===== src/rtl/jtframe_pll_seq_if.sv =====
// rtl/jtframe_pll_seq_if.sv - PLL sequencer control/status bundle
// master: sequencer side; slave: PLL/system side.
interface jtframe_pll_seq_if #(
  parameter int CW = 4
);
  logic          locked;
  logic          relock;
  logic          pll_rst;
  logic          sys_rst;
  logic          ready;
  logic [CW-1:0] lost_cnt;
  logic [CW-1:0] timeouts;

  modport master (
    input  locked, relock,
    output pll_rst, sys_rst, ready, lost_cnt, timeouts
  );

  modport slave (
    output locked, relock,
    input  pll_rst, sys_rst, ready, lost_cnt, timeouts
  );
endinterface


===== src/rtl/jtframe_pll_seq.sv =====
// rtl/jtframe_pll_seq.sv - PLL bring-up/supervision sequencer
// Optional lock watchdog: JTFRAME_PLL_WATCHDOG_EN.
module jtframe_pll_seq #(
  parameter int RST_LEN    = 16,
  parameter int SETTLE_LEN = 1024,
  parameter int LOCK_TO    = 65536,
  parameter int CW         = 4
) (
  input  logic                clk,
  input  logic                rst,
  jtframe_pll_seq_if.master   pll_if
);

  localparam int MAX_AB  = (RST_LEN > SETTLE_LEN) ? RST_LEN : SETTLE_LEN;
  localparam int CNT_MAX = (MAX_AB > LOCK_TO) ? MAX_AB : LOCK_TO;
  localparam int CNTW    = $clog2(CNT_MAX + 1);

  typedef enum logic [1:0] {ST_PRST, ST_WAIT, ST_SETTLE, ST_RUN} state_t;

  state_t          state_q, state_d;
  logic [CNTW-1:0] cnt_q, cnt_d;
  logic            lk_m_q, lk_s_q;
  logic            pll_rst_q, sys_rst_q, ready_q;
  logic [CW-1:0]   lost_q, lost_d;
  logic            lost_ev;

`ifdef JTFRAME_PLL_WATCHDOG_EN
  logic [CNTW-1:0] wd_q, wd_d;
  logic [CW-1:0]   tmo_q, tmo_d;
  logic            tmo_ev;
`endif

  always_comb begin
    state_d = state_q;
    cnt_d   = cnt_q + 1'b1;
    lost_ev = 1'b0;
    case (state_q)
      ST_PRST: begin
        if (cnt_q == CNTW'(RST_LEN - 1)) begin
          state_d = ST_WAIT;
          cnt_d   = '0;
        end
      end
      ST_WAIT: begin
        cnt_d = cnt_q;
        if (lk_s_q) begin
          state_d = ST_SETTLE;
          cnt_d   = '0;
        end
      end
      ST_SETTLE: begin
        if (!lk_s_q) begin
          state_d = ST_WAIT;
          cnt_d   = '0;
        end else if (cnt_q == CNTW'(SETTLE_LEN - 1)) begin
          state_d = ST_RUN;
          cnt_d   = '0;
        end
      end
      default: begin
        cnt_d = cnt_q;
        if (!lk_s_q) begin
          state_d = ST_PRST;
          cnt_d   = '0;
          lost_ev = 1'b1;
        end
      end
    endcase

`ifdef JTFRAME_PLL_WATCHDOG_EN
    // wd_q runs across WAIT<->SETTLE bounces; reaching RUN beats a same-cycle timeout
    tmo_ev = 1'b0;
    wd_d   = (state_q == ST_WAIT || state_q == ST_SETTLE) ? wd_q + 1'b1 : '0;
    if ((state_q == ST_WAIT || state_q == ST_SETTLE) && state_d != ST_RUN &&
        wd_q == CNTW'(LOCK_TO - 1)) begin
      state_d = ST_PRST;
      cnt_d   = '0;
      tmo_ev  = 1'b1;
    end
`endif

    if (pll_if.relock) begin
      state_d = ST_PRST;
      cnt_d   = '0;
      lost_ev = 1'b0;
`ifdef JTFRAME_PLL_WATCHDOG_EN
      tmo_ev  = 1'b0;
`endif
    end

    lost_d = (lost_ev && lost_q != '1) ? lost_q + 1'b1 : lost_q;
`ifdef JTFRAME_PLL_WATCHDOG_EN
    tmo_d  = (tmo_ev && tmo_q != '1) ? tmo_q + 1'b1 : tmo_q;
`endif
  end

  // Outputs are registered from the next state so they track the state register exactly.
  always_ff @(posedge clk) begin
    if (rst) begin
      state_q   <= ST_PRST;
      cnt_q     <= '0;
      lk_m_q    <= 1'b0;
      lk_s_q    <= 1'b0;
      pll_rst_q <= 1'b1;
      sys_rst_q <= 1'b1;
      ready_q   <= 1'b0;
      lost_q    <= '0;
`ifdef JTFRAME_PLL_WATCHDOG_EN
      wd_q      <= '0;
      tmo_q     <= '0;
`endif
    end else begin
      state_q   <= state_d;
      cnt_q     <= cnt_d;
      lk_m_q    <= pll_if.locked;
      lk_s_q    <= lk_m_q;
      pll_rst_q <= (state_d == ST_PRST);
      sys_rst_q <= (state_d != ST_RUN);
      ready_q   <= (state_d == ST_RUN);
      lost_q    <= lost_d;
`ifdef JTFRAME_PLL_WATCHDOG_EN
      wd_q      <= wd_d;
      tmo_q     <= tmo_d;
`endif
    end
  end

  assign pll_if.pll_rst  = pll_rst_q;
  assign pll_if.sys_rst  = sys_rst_q;
  assign pll_if.ready    = ready_q;
  assign pll_if.lost_cnt = lost_q;
`ifdef JTFRAME_PLL_WATCHDOG_EN
  assign pll_if.timeouts = tmo_q;
`else
  assign pll_if.timeouts = '0;
`endif

endmodule


===== src/flat_wrapper.sv =====
// flat-port wrapper written by rule: the top's interface ports become plain ports
module jtframe_pll_seq_flat 
#(
  parameter int RST_LEN    = 16,
  parameter int SETTLE_LEN = 1024,
  parameter int LOCK_TO    = 65536,
  parameter int CW         = 4
)
  (clk, rst, pll_if_locked, pll_if_relock, pll_if_pll_rst, pll_if_sys_rst, pll_if_ready, pll_if_lost_cnt, pll_if_timeouts);
  jtframe_pll_seq_if #(.CW(CW)) pll_if_i ();
  input  logic clk;
  input  logic rst;
  input wire logic [$bits(pll_if_i.locked)-1:0] pll_if_locked;
  input wire logic [$bits(pll_if_i.relock)-1:0] pll_if_relock;
  output wire logic [$bits(pll_if_i.pll_rst)-1:0] pll_if_pll_rst;
  output wire logic [$bits(pll_if_i.sys_rst)-1:0] pll_if_sys_rst;
  output wire logic [$bits(pll_if_i.ready)-1:0] pll_if_ready;
  output wire logic [$bits(pll_if_i.lost_cnt)-1:0] pll_if_lost_cnt;
  output wire logic [$bits(pll_if_i.timeouts)-1:0] pll_if_timeouts;
  assign pll_if_i.locked = pll_if_locked;
  assign pll_if_i.relock = pll_if_relock;
  assign pll_if_pll_rst = pll_if_i.pll_rst;
  assign pll_if_sys_rst = pll_if_i.sys_rst;
  assign pll_if_ready = pll_if_i.ready;
  assign pll_if_lost_cnt = pll_if_i.lost_cnt;
  assign pll_if_timeouts = pll_if_i.timeouts;
  jtframe_pll_seq #(.RST_LEN(RST_LEN), .SETTLE_LEN(SETTLE_LEN), .LOCK_TO(LOCK_TO), .CW(CW)) u_core (.clk(clk), .rst(rst), .pll_if(pll_if_i));
endmodule

===== config.mk =====
export PLATFORM = sky130hd
export DESIGN_NAME = jtframe_pll_seq_flat
export DESIGN_NICKNAME = d
export VERILOG_FILES = /design/src/rtl/jtframe_pll_seq_if.sv /design/src/rtl/jtframe_pll_seq.sv /design/src/flat_wrapper.sv
export SDC_FILE = /design/constraint.sdc
export NUM_CORES = 1
export LEC_CHECK = 0
export ABC_CLOCK_PERIOD_IN_PS = 3800
export BUFFER_PORTS_ARGS = -buffer_cell sky130_fd_sc_hd__buf_2
export CAP_MARGIN = 20
export CORE_MARGIN = 2
export CORE_UTILIZATION = 46
export CTS_BUF_LIST = sky130_fd_sc_hd__clkbuf_16
export DETAILED_ROUTE_END_ITERATION = 16
export PLACE_DENSITY = 0.69
export SYNTH_ARGS = -nofsm -noshare
export SYNTH_HDL_FRONTEND = slang
export SYNTH_SLANG_ARGS = --single-unit

===== constraint.sdc =====
create_clock -name clk -period 3.8 [get_ports clk]
set_input_delay 0.76 -clock clk [delete_from_list [all_inputs] [get_ports clk]]
set_output_delay 0.76 -clock clk [all_outputs]
set_load 0.05 [all_outputs]

* Yosys cells after proc, flatten, opt, wreduce, memory -nomap -nowiden *
Index checks and enable logic that the tools add are counted.

storage, ports and cells
  register bits after elaboration = 28
  bits in latches = 0
  memory bits (writable) = 0
  bits in read-only memories = 0
  output and inout port bits = 11
  logic and storage cells = 41
  memories kept = 0

operators by class
  $add $sub $neg = 2
  multipliers = 0
  div/mod/pow operators = 0
  $lt $le $gt $ge = 0
  eq/ne operators = 9
  shift operators = 0
  multiplexer cells = 16
  bitwise logic cells = 0
  reductions and logical operators = 6

operators by type and width
  operator                                                count
  two-way mux 17 bit                                      5
  case mux 17 bit (3 select lines)                        1
  adder 17 x 1 -> 17 bit (second input constant)          1
  equality test 17 x 10 -> 1 bit (second input constant)  1
  equality test 17 x 4 -> 1 bit (second input constant)   1
  two-way mux 2 bit                                       6
  != test 4 bit (second input constant)                   2
  case mux 2 bit (3 select lines)                         1
  adder 4 x 1 -> 4 bit (second input constant)            1
  equality test 2 bit (second input constant)             2
  logical NOT 2 bit                                       2
  two-way mux 1 bit                                       3
  OR reduction 3 bit                                      1
  equality test 2 x 1 -> 1 bit (second input constant)    1
  != test 2 x 1 -> 1 bit (second input constant)          1
  != test 2 bit (second input constant)                   1
  AND reduction 2 bit                                     1
  OR reduction 2 bit                                      1
  logical AND 1 bit                                       1

* Depth between registers and ports, before layout *
  word-level depth = 6
  mapped depth = 7
  gate-level depth less buffers = 6

* Least setup slack after synthesis *
No wires, ideal clock.

  kind = register to register
  from = reg u_core.lost_q[0], in the netlist u_core.pll_if.lost_cnt[0]
  to = reg u_core.lost_q[3], in the netlist u_core.pll_if.lost_cnt[3]
  arrival time = 1,867 ps
  required time = 3,735 ps
  setup slack = 1,868 ps
  stages on the path, launching flop included = 7
  path buffers = 0
  period minus slack after synthesis = 1,932 ps
  cell sequence = dfxtp_1 -> ha_1 -> and3_1 -> nor4_1 -> nand4_1 -> xor2_1 -> nor2_1

on the way
  word-level cells in the longest chain between the ends = 2
  elaborated cells on any way between the ends = 3

ends and longest elaborated chain
  element                                                       RTL line                text
  start, declared                                               jtframe_pll_seq.sv:24   logic [CW-1:0] lost_q, lost_d;
  start signal, assigned                                        jtframe_pll_seq.sv:120  lost_q <= lost_d;
  branches (longest 2 deep; another with adder 4 x 1 -> 4 bit)  n/a

Several ways; the timed one is not identified.
A chain may end at the register's enable or synchronous reset.

* Final worst setup path *
  from = reg u_core.cnt_q[0]
  to = reg u_core.cnt_q[13]

on the way
  word-level cells in the longest chain between the ends = 4
  elaborated cells on any way between the ends = 7

ends and longest elaborated chain
  element                                                                   RTL line                                      text
  start, declared                                                           jtframe_pll_seq.sv:21                         logic [CNTW-1:0] cnt_q, cnt_d;
  start signal, assigned                                                    jtframe_pll_seq.sv:114                        cnt_q <= cnt_d;
  adder 17 x 1 -> 17 bit or equality test 17 x 10 -> 1 bit (tied branches)  jtframe_pll_seq.sv:35, jtframe_pll_seq.sv:55
  two-way mux 17 bit                                                        jtframe_pll_seq.sv:55                         end else if (cnt_q == CNTW'(SETTLE_LEN - 1)) begin
  two-way mux 17 bit                                                        jtframe_pll_seq.sv:52                         if (!lk_s_q) begin
  case mux 17 bit (3 select lines) (*)                                      jtframe_pll_seq.sv:37                         case (state_q)

Mark *: on every way between the ends. The rest lies on a longest branch, timed or not.

==> results.txt <==
Rel. slew slack: 0.4425
P_leak: 0.5258 nW
WP data required: 3.93 ns
I/O pin total: 15
Slew Viols, Final: 0
Hold Path Class: register to register
postcts setup bufs: 0
die outline area: 3346 um2
chip height: 57.85 um
CP max FO: 13
layout cells sized above 1: 0.1548
worst hold start: u_core.lk_m_q
Hold Path Stages: 1
R2R Path Start: u_core.cnt_q[0]
# diodes: 0
RSZ-0062 raised after global routing: no
first-pass GRT wire length: 4257 um
setup_tns: 0 ns
Longest Clk Path Bufs: 2
Area contributors post-synth: dfxtp_1 (42%), xnor2_1 (8.5%), nor2_1 (6.8%)
Layout area overhead: 8.630%
Antenna Nets Post-Route: 0
vias in the first global route: 991
Placer Congestion: 0.8250
row count: 19
post-synth top area share: 0.4203
H-tree levels: 1
width of the die: 57.85 um
core region area: 2758 um2
cell count after synthesis: 146
TritonCTS clock tree: yes
Hold Buf Count CTS: 0
drt pass-1 iters: 4
Remaining Overflow, GRT: 0
Mapped Avg Cell Area: 9.135 um2
drt total wl: 2640 um
Seq/Total Area, Yosys: 0.4203
fin crit share: 0.5769
worst-margin pin slew: 0.8332 ns
initial antenna violation count: 0
Netlist Area Pre-Place: 1334 um2
post-route cell area: 1449 um2
GRT Util Overall: 0.1669
routed vias: 1,031
Ys Warns: 0
cell taking the most area after synthesis: dfxtp_1
clk slew on worst S/H paths: 0.07 ns
Final Skew: 0.003002 ns
#FFs+latches synth: 28
synth unique cells: 39
post-cts resize count: 0
peak supply drop: 0.3077 mV
Remaining DRCs: 0
power density cells: 382.8 nW/um2
WP data arrival: 2.32 ns
Clock Sink Count: 28
pin count of the biggest net entering global routing: 16
CTS buffer count: 3
Root Buffer: clkbuf_16
worst reg2reg setup slack: 1.61 ns
DR WL/cell: 14.19 um
critical path class: register to register
final worst path period need: 2.192 ns
Initial Util: 0.4837
Startpoint Class: register
RR Endpoint: u_core.cnt_q[13]
final hold vios: 0
initial DRC count: 52
Achievable Freq: 456.1 MHz
max capacitance violation total: 0
vias per inst: 5.543
# fillers: 255
end of the worst hold path: u_core.lk_s_q
hpwl dp: 1871 um
Worst setup EP type: register
Most used DFF post-synth: dfxtp_1
reg2reg path depth: 6
status: finished clean
NumNets Final: 162
worst skew pair latency: 0.26 ns
Area after DPL: 1370 um2
final setup fails: 0
asr flop ratio synth: 0
PortBufs: 10
Post-synth EDFFs: 0
[layer usage]
| layer | vias to the layer above | GRT usage | routed length (um) |
|---|---|---|---|
| li1 | 513 | - | - |
| met2 | 28 | 0.2841 | 1275 |
| met3 | 4 | 0.04018 | 113 |
| met1 | 486 | 0.2022 | 1222 |
| met5 | - | 0 | 0 |
| met4 | 0 | 0.06645 | 29 |
[worst max path at each step]
stage	from	end	cells past startpoint
floorplan	u_core.pll_if.lost_cnt[0]	u_core.pll_if.lost_cnt[3]	6
global placement	u_core.cnt_q[4]	u_core.cnt_q[5]	5
detailed placement	u_core.cnt_q[0]	u_core.cnt_q[7]	6
CTS	u_core.cnt_q[0]	u_core.cnt_q[13]	6
global route	u_core.cnt_q[0]	u_core.cnt_q[15]	6
finish	u_core.cnt_q[0]	u_core.cnt_q[13]	6
[synthesized netlist by cell type (2+ instances only)]
master	instances
a211oi_1	2
a21oi_1	3
and3_1	2
buf_4	5
buf_6	2
dfxtp_1	28
ha_1	2
inv_1	4
mux2i_1	2
nand2_1	10
nand3_1	5
nand3_2	2
nand4_1	2
nor2_1	24
nor2b_1	4
nor3_1	7
nor4_1	3
o211ai_1	2
o22ai_1	2
xnor2_1	13
xor2_1	4
[registers in the layout, indices dropped and copies added, names as in the netlist]
| name | count |
|---|---|
| u_core.lk_s_q | 1 |
| u_core.pll_if.sys_rst | 1 |
| u_core.state_q | 2 |
| u_core.cnt_q | 17 |
| u_core.pll_if.pll_rst | 1 |
| u_core.pll_if.ready | 1 |
| u_core.pll_if.lost_cnt | 4 |
| u_core.lk_m_q | 1 |
[layout by cell type (no fill, tap or decap), drive strengths merged, types with 3 or more instances in the layout]
| cell type | netlist | routed |
|---|---|---|
| a21oi | 4 | 4 |
| and3 | 3 | 3 |
| buf | 7 | 10 |
| clkbuf | 1 | 3 |
| conb | 1 | 4 |
| dfxtp | 28 | 28 |
| inv | 4 | 4 |
| nand2 | 10 | 10 |
| nand3 | 7 | 7 |
| nor2 | 24 | 24 |
| nor2b | 4 | 4 |
| nor3 | 7 | 7 |
| nor4 | 4 | 4 |
| xnor2 | 13 | 13 |
| xor2 | 4 | 4 |
[cell families (layout without fill, tap and decap cells)]
family          Yosys count  in the layout  synth area share
flops                    28             28            0.4203
fa+ha+maj                 2              2           0.01876
other cells               1              4          0.002812
xor+xnor                 17             17            0.1116
buf+inv                  12             18           0.05910
mux                       2              2           0.01501
simple gates             69             69            0.2721
compound gates           15             15            0.1004
[metrics by stage]
step                hold WS (ns)  power [W]    util  setup WS (ns)  cells
global placement          0.4183  0.0003232  0.4968          1.738    182
CTS                       0.4433  0.0005585  0.5254          1.610    186
floorplan                 0.4138  0.0003236       -          1.868    149
finish                    0.4390  0.0005546  0.5254          1.608    186
detailed placement        0.4278  0.0003238  0.4968          1.629    182
global route              0.4477  0.0005714  0.5254          1.480    186
[cell type report]
| class | count | area (um2) | share of cell area |
|---|---|---|---|
| Multi-Input combinational cell | 109 | 705.7 | 0.4870 |
| Sequential cell | 28 | 560.5 | 0.3869 |
| Clock buffer | 3 | 75.07 | 0.05181 |
| Timing Repair Buffer | 10 | 50.05 | 0.03454 |
| Tap cell | 31 | 38.79 | 0.02677 |
| Inverter | 4 | 15.01 | 0.01036 |
| Clock inverter | 1 | 3.754 | 0.002591 |
[critical path, cell delays in order (launching register included)]
cell,delay (ns)
dfxtp_1,0.38
ha_1,0.22
and3_2,0.24
nand3_2,0.11
o41a_4,0.50
o31ai_4,0.50
nor2_1,0.11
[power by group]
| group | switching, W | internal (W) | total (W) |
|---|---|---|---|
| clock network | 0.0000963 | 0.000141 | 0.000237 |
| registers | 0.00000207 | 0.000295 | 0.000297 |
| logic | 0.0000155 | 0.00000435 | 0.0000198 |
No activity file was read; power rests on OpenSTA's default activity.
